`config.mk`:
```
export PLATFORM = sky130hd
export DESIGN_NAME = logic_unit_arbiter
export DESIGN_NICKNAME = d
export VERILOG_FILES = /design/src/rtl/logic_unit_arbiter.sv
export SDC_FILE = /design/constraint.sdc
export NUM_CORES = 1
export LEC_CHECK = 0
export ABC_AREA = 1
export BUFFER_PORTS_ARGS = -buffer_cell sky130_fd_sc_hd__buf_2
export CAP_MARGIN = 30
export CORE_MARGIN = 3
export CORE_UTILIZATION = 50
export DETAILED_ROUTE_END_ITERATION = 7
export GPL_TIMING_DRIVEN = 0
export PLACE_DENSITY = 0.88
export SLEW_MARGIN = 5
export SYNTH_ARGS = -nofsm -noshare
export SYNTH_HDL_FRONTEND = slang
export SYNTH_SLANG_ARGS = --single-unit
export TNS_END_PERCENT = 30
```
`constraint.sdc`:
```
create_clock -name clk -period 5.3 [get_ports clk]
set_input_delay 1.06 -clock clk [delete_from_list [all_inputs] [get_ports clk]]
set_output_delay 1.06 -clock clk [all_outputs]
set_load 0.005 [all_outputs]
```
`src/rtl/logic_unit_arbiter.sv`:
```
// Shares one 4-bit bitwise logic unit between NUM_REQ requesters.
// Define LOGIC_ARB_FIXED_PRIO_EN for fixed (lowest index wins) priority.
module logic_unit_arbiter #(
  parameter int NUM_REQ = 4,
  parameter int ID_W    = 2
) (
  input  logic                 clk,
  input  logic                 rst_n,
  input  logic [NUM_REQ-1:0]   req_valid,
  output logic [NUM_REQ-1:0]   req_ready,
  input  logic [4*NUM_REQ-1:0] req_a,
  input  logic [4*NUM_REQ-1:0] req_b,
  input  logic [2*NUM_REQ-1:0] req_func,
  output logic                 rsp_valid,
  input  logic                 rsp_ready,
  output logic [ID_W-1:0]      rsp_id,
  output logic [3:0]           rsp_data,
  output logic                 busy
);

  typedef enum logic [1:0] {
    IDLE,
    EXEC,
    RESP
  } state_t;

  state_t state, state_nxt;

  logic [ID_W-1:0]    gnt_id;
  logic               gnt_any;
  logic [NUM_REQ-1:0] gnt_oh;
  logic               hs;

  logic [3:0]      op_a;
  logic [3:0]      op_b;
  logic [1:0]      op_func;
  logic [ID_W-1:0] op_id;

`ifndef LOGIC_ARB_FIXED_PRIO_EN
  logic [ID_W-1:0] rr_ptr;
`endif

  function automatic logic [3:0] lu(
    input logic [3:0] a,
    input logic [3:0] b,
    input logic [1:0] f
  );
    logic [3:0] r;
    r = '0;
    unique case (f)
      2'b00: r = a & b;
      2'b01: r = a | b;
      2'b10: r = a ^ b;
      2'b11: r = a ~^ b;
    endcase
    return r;
  endfunction

  // First valid requester in search order
  always_comb begin : arb
    logic [ID_W-1:0] cand;
    gnt_any = 1'b0;
    gnt_id  = '0;
    cand    = '0;
    for (int k = 0; k < NUM_REQ; k++) begin
`ifdef LOGIC_ARB_FIXED_PRIO_EN
      cand = ID_W'(k);
`else
      cand = ID_W'((int'(rr_ptr) + k) % NUM_REQ);
`endif
      if (!gnt_any && req_valid[cand]) begin
        gnt_any = 1'b1;
        gnt_id  = cand;
      end
    end
  end

  assign gnt_oh = gnt_any ? (NUM_REQ'(1) << gnt_id) : '0;

  assign req_ready = (rst_n && state == IDLE) ? gnt_oh : '0;
  assign hs        = |(req_ready & req_valid);
  assign busy      = (state != IDLE);

  always_ff @(posedge clk) begin
    if (!rst_n) state <= IDLE;
    else        state <= state_nxt;
  end

  always_comb begin
    state_nxt = state;
    unique case (state)
      IDLE:    if (hs) state_nxt = EXEC;
      EXEC:    state_nxt = RESP;
      RESP:    if (rsp_ready) state_nxt = IDLE;
      default: state_nxt = IDLE;
    endcase
  end

  always_ff @(posedge clk) begin
    if (!rst_n) begin
      op_a      <= '0;
      op_b      <= '0;
      op_func   <= '0;
      op_id     <= '0;
      rsp_valid <= 1'b0;
      rsp_id    <= '0;
      rsp_data  <= '0;
`ifndef LOGIC_ARB_FIXED_PRIO_EN
      rr_ptr    <= '0;
`endif
    end else begin
      if (hs) begin
        op_a    <= req_a[{gnt_id, 2'b00} +: 4];
        op_b    <= req_b[{gnt_id, 2'b00} +: 4];
        op_func <= req_func[{gnt_id, 1'b0} +: 2];
        op_id   <= gnt_id;
`ifndef LOGIC_ARB_FIXED_PRIO_EN
        rr_ptr  <= (gnt_id == ID_W'(NUM_REQ - 1))
                   ? '0 : gnt_id + ID_W'(1);
`endif
      end
      if (state == EXEC) begin
        rsp_data  <= lu(op_a, op_b, op_func);
        rsp_id    <= op_id;
        rsp_valid <= 1'b1;
      end else if (state == RESP && rsp_ready) begin
        rsp_valid <= 1'b0;
      end
    end
  end

endmodule
```
==> run metrics <==
final hold slack 467.2 ps; clock latency at the later pin of the worst-skew pair 270 ps; Setup Buffers After CTS 0; top-count cell post-synth nand2_1; final setup fails 0; dpl cells 415; worst r2r path cells 19; Max Slew Vio Count 0; ys async rst share 0; drt wl/cell 10.89 um; CTS H-tree depth 1; Die Wd 68.18 um; DRC viols 0; Fillers 309; post-synthesis simple-gate area fraction 0.4602; routed wire length 4.561 mm; initial antenna violation count 0; largest net degree at the start of global routing 14; Min-Delay Endpoint op_id[1]$_SDFFE_PN0P_; Critical Path Start Type primary input; # IOs 59; number of global-route vias before repair 1,864; xor/xnor share of the synthesized area 0; Core Region 3521 sq um; number of synthesized flops with an enable pin 0; Avg Vias per Cell 4.883; post-synthesis mux area share 0.02071; Post-DRT Antenna Nets 0; vias after detailed routing 2,046; adder-cell share of the synthesized area 0.05825; Critical Path End Type primary output; Pre-antenna DRT Iters 4; # port buffers 58; Synth-to-Final Area Change 20.39%; kind of critical path primary input to primary output; Tcrit/Tclk final 0.7157; Tot GR Track Use 0.2090; RSZ-0062 raised after global routing false; largest family of logic cells by synthesized area simple AND/OR/NAND/NOR gates; complex-gate fraction of the synthesized area 0.07508; cell area after layout 2327 sq um; yosys warns 0; max_slew headroom 0.7352; Cell variety after synth 25; Req. time, crit path 4240 ps; initial core utilization 0.5490; Finished Layout Cells 419; R2R Setup Slk 2790 ps; power density over cell area 678.0 nW/um^2; worst slew pin tran 397.1 ps; WHS Path Cells 2; syn_nets 367; CTS tree built; setup TNS 0 ps; Period minus WS final 3793 ps; diodes inserted 0; max cap viols 0; Cell Area, Synth 1933 sq um; GR Overflow Total 0; post-synthesis sequential area ratio 0.2382; worst reg2reg startpoint rr_ptr[0]$_SDFFE_PN0P_; Worst EP arrival 2730 ps; Synth area leaders dfxtp_1 (24%), nand2_1 (14%), nand3_1 (12%); status complete, no violations; post-DP HPWL 3.728 mm; Synth top cells by count nand2_1 (73), nand3_1 (48), inv_1 (43); post-place instance area 2281 sq um; RePlAce Congestion 0.7967; CTS sink cnt 23; clock root buffer clkbuf_8; initial drt markers 69; Synth Register Bits 23; Reg-to-Reg End op_b[3]$_SDFFE_PN0P_; Hold Crit Class register to register; die area 4649 sq um; Post-Synthesis Cells 311; nets 430; Hold Path Origin op_id[1]$_SDFFE_PN0P_; CTS Buf Count 3; syn avg cell area 6.216 sq um; worst clock skew 8.574 ps; hold buffer count at CTS 0; final hold vios 0; Clock transition at path regs 70 ps; global-route wire length before repair 7.610 mm; VDD IR max 0.4784 mV; share of cells above drive strength 1 0.2627; Synth area leader dfxtp_1; post-synth top area share 0.2382; ys flop type dfxtp_1; leak pwr 1.330 nW; fmax 263.6 MHz; DIE HEIGHT 68.18 um; Site Rows 21; critical-path maximum fanout 10; clock buffer depth 2; quantity of gates resized following cts 0
## through the flow
| stage | setup WS, ps | utilization | power, W |
|---|---|---|---|
| final | 1507 | 0.6610 | 0.001578 |
| after global placement | 1568 | 0.6478 | 0.001426 |
| after global routing | 1362 | 0.6610 | 0.001765 |
| after detailed placement | 1527 | 0.6478 | 0.001465 |
| after floorplan | 1925 | - | 0.001214 |
| after CTS | 1519 | 0.6610 | 0.001579 |
## power breakdown
group / internal, W / total, W / switching, W
Combinational: 0.000456 / 0.00120 / 0.000740
Sequential: 0.000235 / 0.000274 / 0.0000389
Clock: 0.0000525 / 0.000108 / 0.0000551
Total: 0.000743 / 0.00158 / 0.000834
## state kept, by name, indices dropped and copies added, names as in the netlist, 2 cells and up
signal and count:
op_a 4, op_b 4, rsp_data 4, op_func 2, op_id 2, rr_ptr 2
rsp_id 2, state 2
## how the worst max path moves through the flow
stage,startpoint,end
2_1_floorplan,req_valid[3],req_ready[3]
3_3_place_gp,req_valid[3],req_ready[3]
3_5_place_dp,req_valid[3],req_ready[3]
4_1_cts,req_valid[3],req_ready[3]
5_1_grt,req_valid[3],req_ready[3]
6_report,req_valid[3],req_ready[3]
## worst max-delay path, cell delays in order
cell     delay, ps
buf_2          120
inv_1           70
nand2_1         60
nand3_1        130
nand2_2        120
nor2_2         150
nand2_1         60
nand2_1         90
nand3_2        120
buf_6          170
buf_6          140
ha_1           190
inv_1           90
nor2_4          50
buf_2          120
## final cells by class
cell class              count  area, sq um  share of cell area
plain buffers              12        101.3             0.04355
clock buffers               3        41.29             0.01774
clock inverters             1        5.005            0.002151
inverters                  49        183.9             0.07903
multi-input cells         227         1187              0.5102
flip-flops and latches     23        460.4              0.1978
well taps                  46        57.56             0.02473
repair buffers             58        290.3              0.1247
## cell usage in the layout, fill, tap and decap left out, drive strengths merged
cell	instances
a21oi	18
buf	69
clkbuf	4
clkinv	2
dfxtp	23
ha	9
inv	48
mux2i	4
nand2	84
nand3	51
nand3b	1
nand4	12
nor2	36
o21ai	11
or2	1
## kinds of logic after synthesis
logic type | count (synthesis)
AOI/OAI and AO/OA | 29
and+or+nand+nor | 185
buffers and inverters | 61
muxes | 4
DFF | 23
adders and majority gates | 9
## layer usage
layer / routed length [um] / global-route usage / vias to the layer above
met5: 0 / 0 / -
li1: - / - / 1120
met2: 2114 / 0.3490 / 56
met3: 226 / 0.02791 / 6
met1: 2178 / 0.2703 / 864
met4: 42 / 0.08189 / 0
Note: power is estimated with default switching activity, not from simulation.
